--- config.mk ---
export PLATFORM = sky130hd
export DESIGN_NAME = imem_loader
export DESIGN_NICKNAME = d
export VERILOG_FILES = /design/src/rtl/imem_loader.sv
export SDC_FILE = /design/constraint.sdc
export NUM_CORES = 1
export LEC_CHECK = 0
export ABC_AREA = 1
export CAP_MARGIN = 20
export CORE_MARGIN = 3
export CORE_UTILIZATION = 55
export DETAILED_ROUTE_END_ITERATION = 10
export PLACE_DENSITY = 0.77
export SLEW_MARGIN = 20
export SYNTH_ARGS = -nofsm -noshare
export SYNTH_HDL_FRONTEND = slang
export SYNTH_SLANG_ARGS = --single-unit
--- constraint.sdc ---
create_clock -name clk -period 5.95 [get_ports clk]
set_input_delay 1.19 -clock clk [delete_from_list [all_inputs] [get_ports clk]]
set_output_delay 1.19 -clock clk [all_outputs]
set_load 0.05 [all_outputs]
--- src/rtl/imem_loader.sv ---
// Instruction-memory loader: assembles a length-prefixed byte stream into 16-bit
// words, writes them at consecutive addresses and verifies a trailing XOR checksum.
module imem_loader #(
    parameter int                ADDR_W    = 10,
    parameter logic [ADDR_W-1:0] BASE_ADDR = '0
) (
    input  logic              clk,
    input  logic              rst,
    input  logic              start,
    input  logic              byte_valid,
    input  logic [7:0]        byte_data,
    output logic              byte_ready,
    output logic              imem_we,
    output logic [ADDR_W-1:0] imem_addr,
    output logic [15:0]       imem_wdata,
    output logic              cpu_hold,
    output logic              done,
    output logic              error
);

    localparam int unsigned DEPTH = 32'd1 << ADDR_W;

    typedef enum logic [2:0] {
        S_IDLE, S_LEN_HI, S_LEN_LO, S_DATA_HI, S_DATA_LO, S_CHECK, S_DONE, S_ERR
    } state_t;

    state_t            state_q, state_d;
    logic [7:0]        len_hi_q, len_hi_d;
    logic [15:0]       len_q, len_d;
    logic [15:0]       idx_q, idx_d;
    logic [7:0]        hi_q, hi_d;
    logic [7:0]        chk_q, chk_d;
    logic              we_q, we_d;
    logic [ADDR_W-1:0] addr_q, addr_d;
    logic [15:0]       wdata_q, wdata_d;
    logic              hold_q, hold_d;
    logic              done_q, done_d;
    logic              err_q, err_d;

    logic        xfer;
    logic        start_ok;
    logic [15:0] len_full;
    logic        len_over;
    logic [7:0]  chk_next;
    logic [15:0] idx_inc;

    assign xfer     = byte_valid & byte_ready;
    assign start_ok = start & ((state_q == S_IDLE) | (state_q == S_DONE) | (state_q == S_ERR));
    assign len_full = {len_hi_q, byte_data};
    assign len_over = 32'(len_full) > DEPTH;
    assign chk_next = chk_q ^ byte_data;
    assign idx_inc  = idx_q + 16'd1;

    always_ff @(posedge clk or posedge rst) begin
        if (rst) begin
            state_q  <= S_IDLE;
            len_hi_q <= '0;
            len_q    <= '0;
            idx_q    <= '0;
            hi_q     <= '0;
            chk_q    <= '0;
            we_q     <= 1'b0;
            addr_q   <= '0;
            wdata_q  <= '0;
            hold_q   <= 1'b0;
            done_q   <= 1'b0;
            err_q    <= 1'b0;
        end else begin
            state_q  <= state_d;
            len_hi_q <= len_hi_d;
            len_q    <= len_d;
            idx_q    <= idx_d;
            hi_q     <= hi_d;
            chk_q    <= chk_d;
            we_q     <= we_d;
            addr_q   <= addr_d;
            wdata_q  <= wdata_d;
            hold_q   <= hold_d;
            done_q   <= done_d;
            err_q    <= err_d;
        end
    end

    always_comb begin
        state_d = state_q;
        case (state_q)
            S_IDLE, S_DONE, S_ERR: if (start_ok) state_d = S_LEN_HI;
            S_LEN_HI:  if (xfer) state_d = S_LEN_LO;
            S_LEN_LO: begin
                if (xfer) begin
                    if (len_full == 16'd0) state_d = S_CHECK;
                    else if (len_over)     state_d = S_ERR;
                    else                   state_d = S_DATA_HI;
                end
            end
            S_DATA_HI: if (xfer) state_d = S_DATA_LO;
            S_DATA_LO: if (xfer) state_d = (idx_inc == len_q) ? S_CHECK : S_DATA_HI;
            S_CHECK:   if (xfer) state_d = (chk_next == 8'd0) ? S_DONE : S_ERR;
            default:   state_d = S_IDLE;
        endcase
    end

    // Datapath and status registers; the memory write lands one cycle after the LO byte.
    always_comb begin
        byte_ready = (state_q == S_LEN_HI) | (state_q == S_LEN_LO) | (state_q == S_DATA_HI)
                   | (state_q == S_DATA_LO) | (state_q == S_CHECK);
        len_hi_d = len_hi_q;
        len_d    = len_q;
        idx_d    = idx_q;
        hi_d     = hi_q;
        chk_d    = chk_q;
        we_d     = 1'b0;
        addr_d   = addr_q;
        wdata_d  = wdata_q;
        hold_d   = hold_q;
        done_d   = done_q;
        err_d    = err_q;
        if (start_ok) begin
            hold_d = 1'b1;
            done_d = 1'b0;
            err_d  = 1'b0;
            chk_d  = '0;
            idx_d  = '0;
        end
        if (xfer) begin
            chk_d = chk_next;
            case (state_q)
                S_LEN_HI: len_hi_d = byte_data;
                S_LEN_LO: begin
                    len_d = len_full;
                    if (len_full != 16'd0 && len_over) begin
                        err_d  = 1'b1;
                        hold_d = 1'b0;
                    end
                end
                S_DATA_HI: hi_d = byte_data;
                S_DATA_LO: begin
                    we_d    = 1'b1;
                    addr_d  = BASE_ADDR + idx_q[ADDR_W-1:0];
                    wdata_d = {hi_q, byte_data};
                    idx_d   = idx_inc;
                end
                S_CHECK: begin
                    hold_d = 1'b0;
                    done_d = (chk_next == 8'd0);
                    err_d  = (chk_next != 8'd0);
                end
                default: ;
            endcase
        end
    end

    assign imem_we    = we_q;
    assign imem_addr  = addr_q;
    assign imem_wdata = wdata_q;
    assign cpu_hold   = hold_q;
    assign done       = done_q;
    assign error      = err_q;

endmodule

==> results of run 1 <==
-- worst paths after layout --
path / to / slack [ps]
min reg2reg: imem_wdata[9]$_DFFE_PP0P_ / 480
min: imem_wdata[9]$_DFFE_PP0P_ / 480
min in group asynchronous: len_hi_q[1]$_DFFE_PP0P_ / 1350
max in group asynchronous: idx_q[1]$_DFF_PP0_ / 4040
max: byte_ready / 2780
max reg2reg: state_q[1]$_DFFE_PP0P_ / 3680
-- layout by cell type (no fill, tap or decap), types with 2 or more instances in the layout --
| cell type | count |
|---|---|
| sky130_fd_sc_hd__nand2_1 | 174 |
| sky130_fd_sc_hd__nand4_1 | 15 |
| sky130_fd_sc_hd__nand2_2 | 3 |
| sky130_fd_sc_hd__o21ai_0 | 69 |
| sky130_fd_sc_hd__nor2_4 | 2 |
| sky130_fd_sc_hd__o31ai_1 | 4 |
| sky130_fd_sc_hd__dfrtp_1 | 89 |
| sky130_fd_sc_hd__nand3_1 | 45 |
| sky130_fd_sc_hd__nor2_1 | 29 |
| sky130_fd_sc_hd__a21oi_1 | 8 |
| sky130_fd_sc_hd__clkbuf_8 | 11 |
| sky130_fd_sc_hd__inv_1 | 61 |
| sky130_fd_sc_hd__nor2_2 | 6 |
| sky130_fd_sc_hd__clkinv_2 | 2 |
| sky130_fd_sc_hd__clkdlybuf4s50_1 | 42 |
| sky130_fd_sc_hd__xnor2_1 | 10 |
-- flip-flops by register name (all words and copies together) (netlist names) --
register,cells
idx_q,16
imem_wdata,16
len_q,16
imem_addr,10
chk_q,8
hi_q,8
len_hi_q,8
state_q,3
cpu_hold,1
done,1
error,1
imem_we,1
-- cell usage after synthesis (2+ instances only) --
cell                       instances
sky130_fd_sc_hd__a21oi_1           8
sky130_fd_sc_hd__buf_2             3
sky130_fd_sc_hd__clkbuf_1         12
sky130_fd_sc_hd__dfrtp_1          89
sky130_fd_sc_hd__inv_1            62
sky130_fd_sc_hd__nand2_1         175
sky130_fd_sc_hd__nand2_2           2
sky130_fd_sc_hd__nand3_1          45
sky130_fd_sc_hd__nand4_1          15
sky130_fd_sc_hd__nor2_1           29
sky130_fd_sc_hd__nor2_2            6
sky130_fd_sc_hd__nor2_4            2
sky130_fd_sc_hd__o21ai_0          69
sky130_fd_sc_hd__o31ai_1           4
sky130_fd_sc_hd__xnor2_1          10
-- layout make-up --
cell class              count  area, um2
fillers                   629       2392
flip-flops and latches     89       2227
multi-input cells         373       1743
repair buffers             44      439.2
inverters                  63      237.7
clock buffers              12      155.1
well taps                  99      123.9
clock inverters             4      51.30
-- power breakdown --
part / leakage [nW] / total (mW) / switching (mW) / internal (mW)
Clock: 0.103 / 0.430 / 0.213 / 0.217
Combinational: 1.08 / 0.995 / 0.668 / 0.327
Sequential: 1.16 / 0.959 / 0.148 / 0.810
-- kinds of logic (layout without fill, tap and decap cells) --
family	after synthesis	in the layout	share of synthesized area, %
simple gates	276	276	27.46
fa+ha+maj	1	1	0.2934
compound gates	85	85	10.45
flops	89	89	52.23
buf+inv	78	123	6.954
xor+xnor	11	11	2.611
-- per-stage QoR --
| step | util [%] | setup slack, ps | instance area, um2 | instances | power [mW] |
|---|---|---|---|---|---|
| floorplan | - | 2453 | 4264 | 540 | 1.647 |
| global placement | 64.69 | 2797 | 4767 | 668 | 1.922 |
| detailed placement | 64.69 | 2744 | 4767 | 668 | 1.955 |
| CTS | 67.49 | 2783 | 4974 | 684 | 2.391 |
| global route | 67.54 | 2645 | 4977 | 684 | 2.569 |
| finish | 67.54 | 2778 | 4977 | 684 | 2.384 |
-- critical path, delay by kind of cell, from the launching register on --
family / cells / cell delay, ps
DFF: 1 / 390
buffers and inverters: 2 / 890
and+or+nand+nor: 3 / 350
-- metal layers --
metal / track usage, % / vias up / share of wire, %
met5: 0 / - / 0
met4: 9.747 / 0 / 2.3
met3: 4.968 / 17 / 5.7
met2: 38.50 / 122 / 46
met1: 36.77 / 1743 / 46
li1: - / 1819 / -
==> flow_summary.toml, run 1 <==
[critical_path]
critical_path.most_common_cell = "sky130_fd_sc_hd__nor2_1"
start_kind = "flop"
crit_type = "reg -> out"
worstRegToRegCells = 14
critical_path.startpoint = "state_q[1]$_DFFE_PP0P_"
cpPeakStageDelay_ps = 810
path_max_fanout = 4
critical_path.reg2reg.startpoint = "idx_q[0]$_DFF_PP0_"
critPathSlowestCell = "sky130_fd_sc_hd__clkdlybuf4s50_1"
cp-end-kind = "primary output"
worst-endpoint-arrival_ps = 1980
worst_path_cell_chain = "inv_1 > nor2_1 > nor2_1 > nand2_1 > clkdlybuf4s50_1"
timing.critical_path.required_ps = 4760

[global_routing]
grt_first_pass_wirelength_um = 17520
remaining_global_route_overflow = 0
grt.total_usage_pct = 25.58
largest_net_degree_at_the_start_of_global_routing = 90
via_count_of_the_first_global_routing_pass = 3595
grt_antenna_before_repair = 0

[routing]
route.antenna.remaining_nets = 0
wire_per_inst_um = 14.76
number_of_design_rule_violations_left_after_detail_routing = 0
detail_route.first_pass.iterations = 5
route.detailed.vias_per_inst = 5.411
detail_route.wirelength_um = 10100
vias = 3701
drt_iter0_drc = 280

[die]
rows = 31
floorplan.die.height_um = 94.05
placeableCoreArea_um2 = 7370
io-pin-count = 43
die_width_um = 94.05
start_util_pct = 57.86
dieArea_um2 = 8845

[clock_tree]
postCtsSetupBuffers = 0
post_cts_resize_count = 0
cts_htree_levels = 3
tritoncts = "done"
path_clk_slew_ps = 90
cts-buffers-inserted = 9
sinks_on_clock_net = 89
clock-root-buffer = "sky130_fd_sc_hd__clkbuf_8"
ctsHoldBuffers = 0
clock_latency_ps = 360
cts.path.max_buffers = 2

[logic_synthesis]
post_synth_num_cell_types = 24
synth_area_um2 = 4264
number_of_synthesized_flops_with_an_enable_pin = 0
ys_seq_elements = 89
commonest_register_cell_after_synthesis = "sky130_fd_sc_hd__dfrtp_1"
synth_largest_type_area_fraction_pct = 52.23
syn-instance-count = 540
asyncSetResetFlopFracSynth_pct = 100.0
synth_area_per_cell_um2 = 7.896
ys.warnings.count = 0
cell_taking_the_most_area_after_synthesis = "sky130_fd_sc_hd__dfrtp_1"
syn_nets = 553
most_area_consuming_cells_after_synthesis = "sky130_fd_sc_hd__dfrtp_1, sky130_fd_sc_hd__nand2_1, sky130_fd_sc_hd__o21ai_0, sky130_fd_sc_hd__inv_1, sky130_fd_sc_hd__nand3_1"
seq_area_frac_synth_pct = 52.23

[sta]
timing.fmax_mhz = 315.2
setup_viol = 0
whs_ps = 482.5
hold_viol_final = 0
rsz_0062_raised_after_global_routing = "false"
timing.final.crit_period_ps = 3172
clock-skew-final_ps = 6.968
slew_viols_final = 0
tns_ps = 0
period_utilisation_layout_pct = 53.32
slew_headroom_pct = 38.03
worst-slew-pin-transition_ps = 927.3

[power_and_ir_drop]
worst_ir_drop_on_vdd_v = 0.0003756
power_leakage_nw = 2.341
power.density_cell_area_nw_per_um2 = 478.9

[final_layout]
final_layout_size_suffix_gt1_share_pct = 4.957
insertedDiodeCount = 0
syn2layout_area_growth_pct = 16.73
finalNetCount = 593

[flow_run]
cap_viol_max_count = 0

[place]
io_buffer_count = 42
gp_congestion = 0.9033
place_hpwl_um = 6917

[worst_hold_path]
min_path_type = "reg -> reg"
holdCritStartpoint = "hi_q[1]$_DFFE_PP0P_"
min_delay_path_depth = 2

[outcome]
status = "finished clean"
(Power assumes the default switching activity.)
==> run 2, diff against run 1 <==
Clock period 5.95 ns to 3 ns, I/O delays scaled along.
==> flow_summary.toml, run 2 (synthesized netlist as in run 1, its figures left out) <==
[outcome]
status = "finished clean"

[sta]
timing.final.crit_period_ps = 2641
timing.fmax_mhz = 378.7
whs_ps = 481.4
slew_headroom_pct = 64.42
tns_ps = 0
worst-slew-pin-transition_ps = 533.7
hold_viol_final = 0
clock-skew-final_ps = 7.496
setup_viol = 0
period_utilisation_layout_pct = 88.03
slew_viols_final = 0
rsz_0062_raised_after_global_routing = "false"

[clock_tree]
post_cts_resize_count = 0
cts.path.max_buffers = 2
ctsHoldBuffers = 0
sinks_on_clock_net = 89
postCtsSetupBuffers = 0
cts_htree_levels = 3
tritoncts = "done"
clock_latency_ps = 350
cts-buffers-inserted = 9
path_clk_slew_ps = 90
clock-root-buffer = "sky130_fd_sc_hd__clkbuf_8"

[global_routing]
via_count_of_the_first_global_routing_pass = 3467
largest_net_degree_at_the_start_of_global_routing = 90
remaining_global_route_overflow = 0
grt.total_usage_pct = 24.61
grt_first_pass_wirelength_um = 16750
grt_antenna_before_repair = 0

[die]
floorplan.die.height_um = 94.05
start_util_pct = 57.86
io-pin-count = 43
rows = 31
die_width_um = 94.05
dieArea_um2 = 8845
placeableCoreArea_um2 = 7370

[critical_path]
timing.critical_path.required_ps = 2400
path_max_fanout = 4
worst-endpoint-arrival_ps = 2040
start_kind = "flop"
cp-end-kind = "primary output"
crit_type = "reg -> out"

[power_and_ir_drop]
worst_ir_drop_on_vdd_v = 0.0007352
power.density_cell_area_nw_per_um2 = 955.1
power_leakage_nw = 2.357

[final_layout]
final_layout_size_suffix_gt1_share_pct = 5.442
layout.cells.most_common_list = "sky130_fd_sc_hd__nand2_1, sky130_fd_sc_hd__dfrtp_1, sky130_fd_sc_hd__o21ai_0, sky130_fd_sc_hd__inv_1, sky130_fd_sc_hd__nand3_1"
insertedDiodeCount = 0
syn2layout_area_growth_pct = 17.40
finalNetCount = 596
mostFrequentLayoutCell = "sky130_fd_sc_hd__nand2_1"
fill_cells = 616

[place]
place_hpwl_um = 7170
gp_congestion = 0.9042
io_buffer_count = 42

[routing]
drt_iter0_drc = 306
wire_per_inst_um = 14.73
number_of_design_rule_violations_left_after_detail_routing = 0
detail_route.first_pass.iterations = 5
route.antenna.remaining_nets = 0
route.detailed.vias_per_inst = 5.351
vias = 3676
detail_route.wirelength_um = 10120

[flow_run]
cap_viol_max_count = 0

[worst_hold_path]
min_path_type = "reg -> reg"
## run 2: worst paths after layout
path	from	to	slack, ps	cells after the start
setup / recovery	state_q[1]$_DFFE_PP0P_	byte_ready	360	5
hold / removal	hi_q[3]$_DFFE_PP0P_	imem_wdata[11]$_DFFE_PP0P_	480	2
setup reg to reg	idx_q[0]$_DFF_PP0_	state_q[1]$_DFFE_PP0P_	780	16
hold reg to reg	hi_q[3]$_DFFE_PP0P_	imem_wdata[11]$_DFFE_PP0P_	480	2
max in group asynchronous	rst	state_q[2]$_DFFE_PP0P_	1980	3
min in group asynchronous	rst	imem_wdata[6]$_DFFE_PP0P_	660	3
## run 2: layer usage
metal | track usage, % | up-vias | wire (um)
li1 | - | 1834 | -
met1 | 35.46 | 1688 | 4722
met2 | 36.84 | 127 | 4466
met3 | 3.766 | 27 | 569
met4 | 11.07 | 0 | 359
met5 | 0 | - | 0
## run 2: cell type report
class,instances,area [um2],share of cell area (%)
flip-flops and latches,89,2227,44.49
repair buffers,47,470.5,9.398
multi-input cells,373,1743,34.82
clock buffers,11,141.4,2.824
clock inverters,5,62.56,1.250
well taps,99,123.9,2.474
inverters,63,237.7,4.749
## run 2: critical path, cell delays in order (launching register included)
cell and delay (ps):
sky130_fd_sc_hd__dfrtp_1 440, sky130_fd_sc_hd__inv_1 80, sky130_fd_sc_hd__nor2_1 170, sky130_fd_sc_hd__nor2_1 90
sky130_fd_sc_hd__nand2_1 90, sky130_fd_sc_hd__clkdlybuf4s50_1 810
## run 2: power by group
group	switching [mW]	internal (mW)
combinational	1.35	0.662
clock	0.443	0.416
sequential	0.302	1.61
total	2.10	2.69
## run 2: through the flow
step | utilization, % | setup WS (ps) | power (mW) | std cells | instance area, um2
after floorplan | - | 93.09 | 3.266 | 540 | 4264
after global placement | 65.16 | 766.9 | 3.897 | 671 | 4802
after detailed placement | 65.16 | 741.6 | 3.923 | 671 | 4802
after CTS | 67.93 | 386.0 | 4.785 | 687 | 5006
after global routing | 67.93 | 230.6 | 5.095 | 687 | 5006
final | 67.93 | 359.2 | 4.781 | 687 | 5006
